<file path="config.mk">
export PLATFORM = sky130hd
export DESIGN_NAME = reg_to_apb_flat
export DESIGN_NICKNAME = d
export VERILOG_FILES = /design/src/rtl/reg_to_apb_pkg.sv /design/src/rtl/reg_to_apb_if.sv /design/src/rtl/reg_to_apb.sv /design/src/flat_wrapper.sv
export SDC_FILE = /design/constraint.sdc
export NUM_CORES = 1
export LEC_CHECK = 0
export BUFFER_PORTS_ARGS = -buffer_cell sky130_fd_sc_hd__buf_2
export CELL_PAD_IN_SITES_DETAIL_PLACEMENT = 1
export CELL_PAD_IN_SITES_GLOBAL_PLACEMENT = 1
export CORE_MARGIN = 4
export CORE_UTILIZATION = 37
export DETAILED_ROUTE_END_ITERATION = 10
export GPL_ROUTABILITY_DRIVEN = 0
export GPL_TIMING_DRIVEN = 0
export PLACE_DENSITY_LB_ADDON = 0.1
export RECOVER_POWER = 50
export SLEW_MARGIN = 20
export SYNTH_ARGS = -nofsm -noshare
export SYNTH_HDL_FRONTEND = slang
export SYNTH_SLANG_ARGS = --single-unit
</file>
<file path="constraint.sdc">
create_clock -name clk_i -period 2.7 [get_ports clk_i]
set_input_delay 0.135 -clock clk_i [delete_from_list [all_inputs] [get_ports clk_i]]
set_output_delay 0.135 -clock clk_i [all_outputs]
set_load 0.01 [all_outputs]
</file>
<file path="src/rtl/reg_to_apb_pkg.sv">
// rtl/reg_to_apb_pkg.sv - shared FSM state type and strobe-width helper for the reg-bus to APB bridge
package reg_to_apb_pkg;

  typedef enum logic [1:0] {
    IDLE   = 2'd0,
    SETUP  = 2'd1,
    ACCESS = 2'd2,
    RESP   = 2'd3
  } state_e;

  function automatic int strb_width(input int data_width);
    return data_width / 8;
  endfunction

endpackage

</file>
<file path="src/rtl/reg_to_apb_if.sv">
// rtl/reg_to_apb_if.sv - register-bus and APB4 interfaces with master/slave modports
interface reg_bus_if
  import reg_to_apb_pkg::*;
#(
  parameter int ADDR_WIDTH = 32,
  parameter int DATA_WIDTH = 32
) ();
  localparam int STRB_WIDTH = strb_width(DATA_WIDTH);

  logic                  reg_valid_i;
  logic                  reg_write_i;
  logic [ADDR_WIDTH-1:0] reg_addr_i;
  logic [DATA_WIDTH-1:0] reg_wdata_i;
  logic [STRB_WIDTH-1:0] reg_wstrb_i;
  logic                  reg_ready_o;
  logic [DATA_WIDTH-1:0] reg_rdata_o;
  logic                  reg_error_o;

  modport master (
    output reg_valid_i, reg_write_i, reg_addr_i, reg_wdata_i, reg_wstrb_i,
    input  reg_ready_o, reg_rdata_o, reg_error_o
  );

  modport slave (
    input  reg_valid_i, reg_write_i, reg_addr_i, reg_wdata_i, reg_wstrb_i,
    output reg_ready_o, reg_rdata_o, reg_error_o
  );
endinterface

interface apb_if
  import reg_to_apb_pkg::*;
#(
  parameter int ADDR_WIDTH = 32,
  parameter int DATA_WIDTH = 32
) ();
  localparam int STRB_WIDTH = strb_width(DATA_WIDTH);

  logic [ADDR_WIDTH-1:0] paddr_o;
  logic                  psel_o;
  logic                  penable_o;
  logic                  pwrite_o;
  logic [DATA_WIDTH-1:0] pwdata_o;
  logic [STRB_WIDTH-1:0] pstrb_o;
  logic [DATA_WIDTH-1:0] prdata_i;
  logic                  pready_i;
  logic                  pslverr_i;

  modport master (
    output paddr_o, psel_o, penable_o, pwrite_o, pwdata_o, pstrb_o,
    input  prdata_i, pready_i, pslverr_i
  );

  modport slave (
    input  paddr_o, psel_o, penable_o, pwrite_o, pwdata_o, pstrb_o,
    output prdata_i, pready_i, pslverr_i
  );
endinterface

</file>
<file path="src/rtl/reg_to_apb.sv">
// rtl/reg_to_apb.sv - reg-bus slave to APB4 master bridge, one outstanding transfer; REG_TO_APB_TIMEOUT_EN adds an ACCESS timeout
module reg_to_apb
  import reg_to_apb_pkg::*;
#(
  parameter int ADDR_WIDTH     = 32,
  parameter int DATA_WIDTH     = 32,
  parameter int TIMEOUT_CYCLES = 256
) (
  input  logic     clk_i,
  input  logic     rst_ni,
  reg_bus_if.slave reg_bus,
  apb_if.master    apb
);
  localparam int STRB = strb_width(DATA_WIDTH);

  if ((DATA_WIDTH % 8) != 0 || TIMEOUT_CYCLES < 2) begin : g_param_check
    $error("reg_to_apb: DATA_WIDTH must be a multiple of 8 and TIMEOUT_CYCLES >= 2");
  end

  state_e state_q, state_d;

  logic [ADDR_WIDTH-1:0] addr_q;
  logic                  write_q;
  logic [DATA_WIDTH-1:0] wdata_q;
  logic [STRB-1:0]       wstrb_q;
  logic [DATA_WIDTH-1:0] rdata_q;
  logic                  error_q;

  logic psel, penable, ready;
  logic accept, complete;
  logic timeout;

`ifdef REG_TO_APB_TIMEOUT_EN
  localparam int CW = (TIMEOUT_CYCLES > 2) ? $clog2(TIMEOUT_CYCLES) : 1;
  logic [CW-1:0] count_q;

  // Counter is held at zero outside ACCESS, so it starts fresh on every entry.
  assign timeout = (state_q == ACCESS) && !apb.pready_i
                   && (count_q == CW'(TIMEOUT_CYCLES - 1));

  always_ff @(posedge clk_i or negedge rst_ni) begin
    if (!rst_ni) begin
      count_q <= '0;
    end else if (state_q != ACCESS) begin
      count_q <= '0;
    end else if (!apb.pready_i) begin
      count_q <= count_q + 1'b1;
    end
  end
`else
  assign timeout = 1'b0;
`endif

  assign accept   = (state_q == IDLE) && reg_bus.reg_valid_i;
  assign complete = (state_q == ACCESS) && apb.pready_i;

  always_ff @(posedge clk_i or negedge rst_ni) begin
    if (!rst_ni) begin
      state_q <= IDLE;
    end else begin
      state_q <= state_d;
    end
  end

  always_comb begin
    state_d = state_q;
    psel    = 1'b0;
    penable = 1'b0;
    ready   = 1'b0;
    case (state_q)
      IDLE: begin
        if (reg_bus.reg_valid_i) state_d = SETUP;
      end
      SETUP: begin
        psel    = 1'b1;
        state_d = ACCESS;
      end
      ACCESS: begin
        psel    = 1'b1;
        penable = 1'b1;
        if (apb.pready_i || timeout) state_d = RESP;
      end
      RESP: begin
        ready   = 1'b1;
        state_d = IDLE;
      end
      default: state_d = IDLE;
    endcase
  end

  always_ff @(posedge clk_i or negedge rst_ni) begin
    if (!rst_ni) begin
      addr_q  <= '0;
      write_q <= 1'b0;
      wdata_q <= '0;
      wstrb_q <= '0;
    end else if (accept) begin
      addr_q  <= reg_bus.reg_addr_i;
      write_q <= reg_bus.reg_write_i;
      wdata_q <= reg_bus.reg_wdata_i;
      wstrb_q <= reg_bus.reg_write_i ? reg_bus.reg_wstrb_i : '0;
    end
  end

  // A real pready beats a timeout that lands in the same cycle.
  always_ff @(posedge clk_i or negedge rst_ni) begin
    if (!rst_ni) begin
      rdata_q <= '0;
      error_q <= 1'b0;
    end else if (complete) begin
      rdata_q <= write_q ? '0 : apb.prdata_i;
      error_q <= apb.pslverr_i;
    end else if (timeout) begin
      rdata_q <= '0;
      error_q <= 1'b1;
    end
  end

  assign apb.paddr_o   = addr_q;
  assign apb.psel_o    = psel;
  assign apb.penable_o = penable;
  assign apb.pwrite_o  = write_q;
  assign apb.pwdata_o  = wdata_q;
  assign apb.pstrb_o   = wstrb_q;

  assign reg_bus.reg_ready_o = ready;
  assign reg_bus.reg_rdata_o = rdata_q;
  assign reg_bus.reg_error_o = error_q;

endmodule

</file>
<file path="src/flat_wrapper.sv">
// flat-port wrapper written by rule: the top's interface ports become plain ports
module reg_to_apb_flat import reg_to_apb_pkg::*;
#(
  parameter int ADDR_WIDTH     = 32,
  parameter int DATA_WIDTH     = 32,
  parameter int TIMEOUT_CYCLES = 256
)
  (clk_i, rst_ni, reg_bus_reg_valid_i, reg_bus_reg_write_i, reg_bus_reg_addr_i, reg_bus_reg_wdata_i, reg_bus_reg_wstrb_i, reg_bus_reg_ready_o, reg_bus_reg_rdata_o, reg_bus_reg_error_o, apb_paddr_o, apb_psel_o, apb_penable_o, apb_pwrite_o, apb_pwdata_o, apb_pstrb_o, apb_prdata_i, apb_pready_i, apb_pslverr_i);
  reg_bus_if #(.ADDR_WIDTH(ADDR_WIDTH), .DATA_WIDTH(DATA_WIDTH)) reg_bus_i ();
  apb_if #(.ADDR_WIDTH(ADDR_WIDTH), .DATA_WIDTH(DATA_WIDTH)) apb_i ();
  input  logic clk_i;
  input  logic rst_ni;
  input wire logic [$bits(reg_bus_i.reg_valid_i)-1:0] reg_bus_reg_valid_i;
  input wire logic [$bits(reg_bus_i.reg_write_i)-1:0] reg_bus_reg_write_i;
  input wire logic [$bits(reg_bus_i.reg_addr_i)-1:0] reg_bus_reg_addr_i;
  input wire logic [$bits(reg_bus_i.reg_wdata_i)-1:0] reg_bus_reg_wdata_i;
  input wire logic [$bits(reg_bus_i.reg_wstrb_i)-1:0] reg_bus_reg_wstrb_i;
  output wire logic [$bits(reg_bus_i.reg_ready_o)-1:0] reg_bus_reg_ready_o;
  output wire logic [$bits(reg_bus_i.reg_rdata_o)-1:0] reg_bus_reg_rdata_o;
  output wire logic [$bits(reg_bus_i.reg_error_o)-1:0] reg_bus_reg_error_o;
  output wire logic [$bits(apb_i.paddr_o)-1:0] apb_paddr_o;
  output wire logic [$bits(apb_i.psel_o)-1:0] apb_psel_o;
  output wire logic [$bits(apb_i.penable_o)-1:0] apb_penable_o;
  output wire logic [$bits(apb_i.pwrite_o)-1:0] apb_pwrite_o;
  output wire logic [$bits(apb_i.pwdata_o)-1:0] apb_pwdata_o;
  output wire logic [$bits(apb_i.pstrb_o)-1:0] apb_pstrb_o;
  input wire logic [$bits(apb_i.prdata_i)-1:0] apb_prdata_i;
  input wire logic [$bits(apb_i.pready_i)-1:0] apb_pready_i;
  input wire logic [$bits(apb_i.pslverr_i)-1:0] apb_pslverr_i;
  assign reg_bus_i.reg_valid_i = reg_bus_reg_valid_i;
  assign reg_bus_i.reg_write_i = reg_bus_reg_write_i;
  assign reg_bus_i.reg_addr_i = reg_bus_reg_addr_i;
  assign reg_bus_i.reg_wdata_i = reg_bus_reg_wdata_i;
  assign reg_bus_i.reg_wstrb_i = reg_bus_reg_wstrb_i;
  assign reg_bus_reg_ready_o = reg_bus_i.reg_ready_o;
  assign reg_bus_reg_rdata_o = reg_bus_i.reg_rdata_o;
  assign reg_bus_reg_error_o = reg_bus_i.reg_error_o;
  assign apb_paddr_o = apb_i.paddr_o;
  assign apb_psel_o = apb_i.psel_o;
  assign apb_penable_o = apb_i.penable_o;
  assign apb_pwrite_o = apb_i.pwrite_o;
  assign apb_pwdata_o = apb_i.pwdata_o;
  assign apb_pstrb_o = apb_i.pstrb_o;
  assign apb_i.prdata_i = apb_prdata_i;
  assign apb_i.pready_i = apb_pready_i;
  assign apb_i.pslverr_i = apb_pslverr_i;
  reg_to_apb #(.ADDR_WIDTH(ADDR_WIDTH), .DATA_WIDTH(DATA_WIDTH), .TIMEOUT_CYCLES(TIMEOUT_CYCLES)) u_core (.clk_i(clk_i), .rst_ni(rst_ni), .reg_bus(reg_bus_i), .apb(apb_i));
endmodule
</file>
== Word level (Yosys, flattened, before mapping) ==
Index checks and enable logic that the tools add are counted.

* Output and inout bits: 105
* Logic and storage cells: 25
* Input port bits: 106
* Register bits: 104

* Reductions and logical operators: 5
* Equal/unequal tests: 5
* Mux-type cells: 8

{| class="wikitable"
|+ Operator list
! operator !! count
|-
| two-way mux 32 bit || 1
|-
| case mux 2 bit (4 select lines) || 1
|-
| == test 2 bit, second input constant || 2
|-
| two-way mux 2 bit || 2
|-
| two-way mux 4 bit || 1
|-
| inequality test 2 bit, second input constant || 2
|-
| two-way mux 1 bit || 3
|-
| == test 2 x 1 -> 1 bit, second input constant || 1
|-
| logical AND 1 bit || 2
|-
| logical NOT 2 bit || 1
|-
| AND reduction 2 bit || 1
|-
| OR reduction 2 bit || 1
|}

== Depth between registers and ports, before layout ==
Gate-level depths: netlist (run 1).

* Depth in word-level cells: 3
* Depth in mapped cells: 7
* Depth with buffers taken out: 5

== Worst setup path before layout (run 1) ==
OpenSTA, ideal clock, no wires.

* Path type: reg2reg
* From: register u_core.state_q[0]
* To: register u_core.addr_q[10] (netlist: u_core.apb.paddr_o[10])
* Clock period less this slack: 1.444 ns
* Arrival: 1.320 ns
* Setup time: 0.125 ns
* Path slack: 1.256 ns
* Stages on the path, launching flop included: 6
* Data required time: 2.575 ns
* Cell sequence: dfrtp_1 -> inv_1 -> ha_1 -> nand2_2 -> clkbuf_8 -> mux2_2

* Longest elaborated chain between the ends: 2

{| class="wikitable"
|+ Ends and longest elaborated chain
! what !! line !! RTL
|-
| start, declared || reg_to_apb.sv:20 || <nowiki>state_e state_q, state_d;</nowiki>
|-
| start signal, assigned || reg_to_apb.sv:61 || <nowiki>state_q <= state_d;</nowiki>
|-
| logical NOT 2 bit || reg_to_apb.sv:54 || <nowiki>assign accept = (state_q == IDLE) && reg_bus.reg_valid_i;</nowiki>
|-
| logical AND 1 bit || reg_to_apb.sv:54 ||
|-
| end signal, assigned || reg_to_apb.sv:98 || <nowiki>addr_q <= reg_bus.reg_addr_i;</nowiki>
|-
| end, declared || reg_to_apb.sv:22 || <nowiki>logic [ADDR_WIDTH-1:0] addr_q;</nowiki>
|}

No other way between the ends.
A chain may end at the register's enable or synchronous reset.

==> impl_results.md, run 1 <==
* R2R Path End: u_core.apb.paddr_o[15]
* Count of final max-slew check failures at 30
* YS warnings at 0
* First-pass GRT wire length at 20300 µm
* Via count of the first global-routing pass at 3973
* Die Area at 0.0129 mm²
* Crit path launch type: primary input
* Starting Density at 0.379
* Final core occ at 0.571
* Cell row count at 38
* Area growth from synthesis to layout at 50.5%
* Sw Ratio at 0.368
* Drt pass-1 iters at 4
* Total CTS buffers at 9
* GRT Residual Overflow at 0
* Critical Path Start: rst_ni
* Seq pwr share at 0.420
* Final Hold Violating Endpoints at 0
* Crit path kind: primary input to async pin
* Insertion delay to the later sink of the worst-skew pair at 0.36 ns
* Mapped Avg Cell Area at 13.4 µm²
* Run status: finished with violations
* Number of I/O port buffers at 210
* Comb power frac at 0.430
* Final instance area at 0.00619 mm²
* Crit path to: u_core.apb.paddr_o[19]
* Fin Clk Skew at 0.0134 ns
* Final period util at 0.690
* Routed len/inst at 16.9 µm
* Worst R2R Path Depth at 5
* Mapped Cells at 308
* H-tree Lvls at 3
* Netlist Area Pre-Place at 0.00411 mm²
* Pwr Total at 6.54 mW
* CTS root buf: clkbuf_8
* Final wirelength at 12600 µm
* Largest net degree at the start of global routing at 76
* Placed Cells at 659
* DR vias/cell at 4.59
* Number of synthesized register bits at 104
* Worst slew pin tran at 1.74 ns
* Clk pwr share at 0.150
* Power per cell area at 1060 mW/mm²
* Unrepaired setup endpoints after global routing: false
* Vias at 3418
* Crit-path max FO at 75
* CP Capture Type: async pin
* Cts repair resizes at 0
* Nets at 709
* Reg2reg setup slack at 1.02 ns
* CTS Buffer Depth at 2
* Final setup vio count at 0
* Clk sink count at 104
* Internal power at 4.13 mW
* Core area at 0.0108 mm²
* Max-cap viol count at 1
* DRC at 0
* Filler Cells Inserted at 1219
* Failing checks: max-capacitance violations, max-slew violations
* Non-filler instance count after layout at 745
* Worst EP required at 3.20 ns
* Seq. cell area at 0.00260 mm²
* Number of library cell types mapped by synthesis at 16
* RR Startpoint: u_core.state_q[0]
* P_leak at 2.99 nW
* Total GRT Usage at 0.201
* Mapped Nets at 418
* WP data arrival at 2.37 ns
* Multi-input logic area at 0.00137 mm²
* Iter 0 DRT Violations at 75
* Setup TNS at 0 ns
* CTS tree: built
* Initial antenna violation count at 0
* Ports at 211
* HP Class: primary input to flop
* Die Height at 113 µm
* Net Sw Power at 2.40 mW
* IR drop worst, VDD at 0.000434 V
* Post-route ant nets at 0
* Share of layout cells above drive strength 1 at 0.419
* Peak Freq at 0.537 GHz
* Relative slew slack at -0.159
* Post-layout min period at 1.86 ns
* Register area share after synthesis at 0.633
* Die W at 113 µm
* Placed Area at 0.00537 mm²
* Detail Placement HPWL at 8660 µm
* Clock transition at the registers of the reported paths at 0.09 ns
per-stage QoR:
stage          hold slack (ns)  setup WS [ns]
6_report                0.0245          0.838
5_1_grt               0.000968          0.515
4_1_cts               0.000795          0.997
3_5_place_dp            0.0299           1.02
3_3_place_gp             0.366          0.293
2_1_floorplan           -0.161           1.26
sequential cells by signal (all words and copies together), names as in the netlist:
| signal | flops |
|---|---|
| u_core.reg_bus.reg_rdata_o | 32 |
| u_core.apb.pwrite_o | 1 |
| u_core.state_q | 2 |
| u_core.apb.paddr_o | 32 |
| u_core.apb.pstrb_o | 4 |
| u_core.reg_bus.reg_error_o | 1 |
| u_core.apb.pwdata_o | 32 |
cells in the final DEF (no fill, tap or decap), types with 2 or more instances in the layout:
| cell | synthesis | routed |
|---|---|---|
| dfrtp_1 | 104 | 104 |
| clkbuf_8 | 5 | 15 |
| mux2_2 | 67 | 67 |
| nand2_1 | 41 | 41 |
| buf_2 | 5 | 162 |
| ha_1 | 4 | 4 |
| o21ai_0 | 36 | 36 |
| clkinv_2 | 0 | 2 |
| clkbuf_1 | 5 | 59 |
| dlygate4sd3_1 | 0 | 69 |
| inv_1 | 3 | 3 |
| nand2b_1 | 32 | 32 |
worst min-delay path by stage:
| stage | from | cells past startpoint | slack [ns] | to |
|---|---|---|---|---|
| 6_report | apb_prdata_i[1] | 3 | 0.02 | u_core.reg_bus.reg_rdata_o[1] |
| 5_1_grt | reg_bus_reg_addr_i[25] | 2 | 0.001 | u_core.apb.paddr_o[25] |
| 4_1_cts | reg_bus_reg_addr_i[25] | 2 | 0.0008 | u_core.apb.paddr_o[25] |
| 3_5_place_dp | rst_ni | 1 | 0.03 | u_core.apb.pwdata_o[27] |
| 3_3_place_gp | reg_bus_reg_wdata_i[29] | 2 | 0.37 | u_core.apb.pwdata_o[29] |
| 2_1_floorplan | rst_ni | 0 | -0.16 | u_core.apb.paddr_o[0] |
area by class of cell:
cell class,instances,share of cell area
Antenna cell,1,0.000404
Buffer,17,0.0212
Clock buffer,11,0.0228
Clock inverter,5,0.00909
Inverter,3,0.00182
Multi-Input combinational cell,184,0.221
Sequential cell,104,0.420
Tap cell,140,0.0283
Timing Repair Buffer,280,0.275
power by group through the flow:
stage	Sequential [mW]	Clock, mW	Combinational, mW
CTS	2.72	1.03	2.96
floorplan	3.10	0	1.21
finish	2.74	0.984	2.81
detailed placement	2.74	0	2.88
global placement	2.70	0	2.77
global route	2.85	1.10	3.11
cell families (layout without fill, tap and decap cells):
kind of cell	count (synthesis)	after routing	share of synthesized area
DFF	104	104	0.633
adders and majority gates	4	4	0.0122
and+or+nand+nor	75	75	0.0894
buffers and inverters	20	316	0.0347
muxes	67	67	0.183
AOI/OAI and AO/OA	38	38	0.0475
other	0	1	0
critical path, cell delays in order:
cell	delay (ns)
dlygate4sd3_1	0.52
clkbuf_1	1.25
buf_16	0.41
cells in the mapped netlist (all sizes together):
cell type  count  share of area
a21oi          1         0.0012
and2b          1         0.0018
inv            3         0.0027
dfrtp        104           0.63
mux2          67           0.18
o32a           1         0.0024
ha             4          0.012
nand2         42          0.039
clkbuf        10          0.021
o21ai         36          0.044
nand2b        32          0.049
buf            7          0.011
per-layer routing:
metal	global-route usage	up-vias	wire length (µm)
met3	0.0435	26	782
met4	0.0921	0	417
li1	-	1608	-
met2	0.355	128	6450
met1	0.232	1656	4910
met5	0	-	0
repair_timing:
| action | 4_1_cts | 5_1_grt |
|---|---|---|
| buffers inserted | 0 | 0 |
| setup endpoints to repair | 0 | 0 |
| hold buffers | 69 | 0 |
| hold endpoints to repair | 97 | 0 |
Power figures use the tool's default switching activity.
==> inputs of run 2 (changes only) <==
- CORE_UTILIZATION: 37 -> 31
- clock period: 2.7 -> 1.5 ns (I/O delays scaled with it)
==> run 2 against run 1 <==
Against the previous run: the run now ends clean; largest cell class unchanged; wire length is 5.6% higher; global-route usage is 2.6 points lower; sequential power is 80% higher; combinational power is 99% higher; setup slack worse by 0.83 ns; cell count is 9.1% higher; first-iteration DRC count is 27% higher.
==> impl_results.md, run 2 (same netlist as run 1, synthesis figures left out) <==
* Post-route ant nets at 0 (unchanged)
* Largest net degree at the start of global routing at 77 (was 76)
* Total GRT Usage at 0.175 (was 0.201)
* Crit-path max FO at 3 (was 75)
* H-tree Lvls at 3 (unchanged)
* Peak Freq at 0.672 GHz
* Detail Placement HPWL at 8620 µm (was 8660 µm)
* First-pass GRT wire length at 20400 µm (was 20300 µm)
* CTS tree: built (unchanged)
* Worst path bufs/invs at 1 (was 3)
* P_leak at 3.33 nW (was 2.99 nW)
* Number of I/O port buffers at 210 (unchanged)
* Final wirelength at 13300 µm (was 12600 µm)
* Pwr Total at 12.8 mW (was 6.54 mW)
* Initial antenna violation count at 0 (unchanged)
* Max-cap viol count at 0 (was 1)
* RR Startpoint: u_core.state_q[1] (was u_core.state_q[0])
* Run status: finished clean (was finished with violations)
* Crit path kind: flop to flop (was primary input to async pin)
* Share of layout cells above drive strength 1 at 0.445 (was 0.419)
* Critical Path Start: u_core.state_q[1] (was rst_ni)
* DR vias/cell at 4.33 (was 4.59)
* Crit path launch type: flop (was primary input)
* Count of final max-slew check failures at 0 (was 30)
* Slowest CP cell: dfrtp_1 (was clkbuf_1)
* Non-filler instance count after layout at 813 (was 745)
* Delay-heaviest family, CP: flip-flops (was buffers and inverters)
* Starting Density at 0.321 (was 0.379)
* Final instance area at 0.00684 mm² (was 0.00619 mm²)
* Final setup vio count at 0 (unchanged)
* Clock transition at the registers of the reported paths at 0.07 ns (was 0.09 ns)
* Unrepaired setup endpoints after global routing: true (was false)
* Hold Slack at 0.0123 ns (was 0.0245 ns)
* Leading cell types in the layout, fill and taps excluded: buf_2 (179), dfrtp_1 (104), dlygate4sd3_1 (100) (was buf_2 (162), dfrtp_1 (104), dlygate4sd3_1 (69))
* Fin Clk Skew at 0.00498 ns (was 0.0134 ns)
* Die Area at 0.0152 mm² (was 0.0129 mm²)
* Nets at 745 (was 709)
* WP data arrival at 1.72 ns (was 2.37 ns)
* CP peak stage delay at 0.43 ns (was 1.25 ns)
* Vias at 3520 (was 3418)
* Area growth from synthesis to layout at 66.3% (was 50.5%)
* Worst slew pin tran at 0.755 ns (was 1.74 ns)
* Drt pass-1 iters at 4 (unchanged)
* Ports at 211 (unchanged)
* Clk sink count at 104 (unchanged)
* Hold path start: apb_prdata_i[30] (was apb_prdata_i[1])
* Final Hold Violating Endpoints at 0 (unchanged)
* Power per cell area at 1870 mW/mm² (was 1060 mW/mm²)
* Post-layout min period at 1.49 ns
* Insertion delay to the later sink of the worst-skew pair at 0.34 ns (was 0.36 ns)
* CTS Buffer Depth at 2 (unchanged)
* Die W at 123 µm (was 113 µm)
* Routed len/inst at 16.3 µm (was 16.9 µm)
* Total CTS buffers at 9 (unchanged)
* Placed Cells at 691 (was 659)
* Relative slew slack at 0.497 (was -0.159)
* GRT Residual Overflow at 0 (unchanged)
* Via count of the first global-routing pass at 4015 (was 3973)
* Iter 0 DRT Violations at 95 (was 75)
* Final period util at 0.992
* CP Capture Type: flop (was async pin)
* Crit-path cells: inv_2 > ha_4 > and2b_1 > a21oi_2 > mux2_4 (was dlygate4sd3_1 > clkbuf_1 > buf_16)
* CTS root buf: clkbuf_16 (was clkbuf_8)
* Cell row count at 41 (was 38)
* Die Height at 123 µm (was 113 µm)
* Core area at 0.0128 mm² (was 0.0108 mm²)
* IR drop worst, VDD at 0.000832 V (was 0.000434 V)
* HP Class: primary input to flop (unchanged)
* Worst EP required at 1.73 ns (was 3.20 ns)
* Placed Area at 0.00541 mm² (was 0.00537 mm²)
* Commonest non-fill, non-tap cell in the layout: buf_2 (unchanged)
* Final core occ at 0.533 (was 0.571)
* DRC at 0 (unchanged)
[run 2: changes by cell type in the layout (fill, tap and decap cells not counted), sizes merged]
cell	change
buf	+23
bufinv	-1
clkbuf	-16
clkinv	-2
dlygate4sd3	+31
nand2	+1
[run 2: what timing repair did]
item                                    CTS  global route
endpoints found under the setup margin   83            77
hold buffers                            100             0
hold endpoints to repair                203             0
cloned                                    1             1
pin swaps                                 1             0
buffers inserted                          2             1
gates resized for setup                  12            25
[run 2: cell type report]
cell class                 count  area (µm²)
clock buffer                  14         274
tap                          172         215
fill                        1427        5990
multi-input combinational    185        1440
sequential                   104        2600
inverter                       3        11.3
clock inverter                 2        12.5
antenna                        1        2.50
timing repair buffer         315        2070
buffer                        17         209
[run 2: per-stage QoR]
step / TNS, ns / setup slack (ns)
CTS: 0 / 0.00343
global route: -0.307 / -0.0310
floorplan: 0 / 0.0556
global placement: -104.65 / -0.923
finish: 0 / 0.0126
detailed placement: -10.98 / -0.176
[run 2: where the power goes]
part / total [mW] / internal [mW] / switching [mW]
clock network: 2.27 / 1.26 / 1.01
logic: 5.59 / 2.87 / 2.73
registers: 4.94 / 4.21 / 0.729
[run 2: metal layers]
layer | GRT usage | part of all wire | vias to the layer above
met5 | 0 | 0 | -
met4 | 0.0734 | 0.019 | 0
met3 | 0.0476 | 0.067 | 17
met2 | 0.317 | 0.53 | 115
met1 | 0.191 | 0.38 | 1698
li1 | - | - | 1690
[run 2: worst reg2reg max path, delay by kind of cell (launching register included)]
| family | cells | cell delay (ns) |
|---|---|---|
| mux | 1 | 0.32 |
| flops | 1 | 0.43 |
| fa+ha+maj | 1 | 0.19 |
| simple gates | 1 | 0.18 |
| compound gates | 1 | 0.18 |
| buf+inv | 1 | 0.08 |
[run 2: final timing paths]
path                                                  endpoint  cells after the start  slack [ns]
worst min-delay path            u_core.reg_bus.reg_rdata_o[30]                      3        0.01
min in group asynchronous        u_core.reg_bus.reg_rdata_o[6]                      2        0.33
worst max register to register               u_core.state_q[1]                      5        0.01
worst max-delay path                         u_core.state_q[1]                      5        0.01
max in group asynchronous              u_core.apb.pwdata_o[15]                      3        0.31
worst min register to register  u_core.reg_bus.reg_rdata_o[27]                      2        0.47
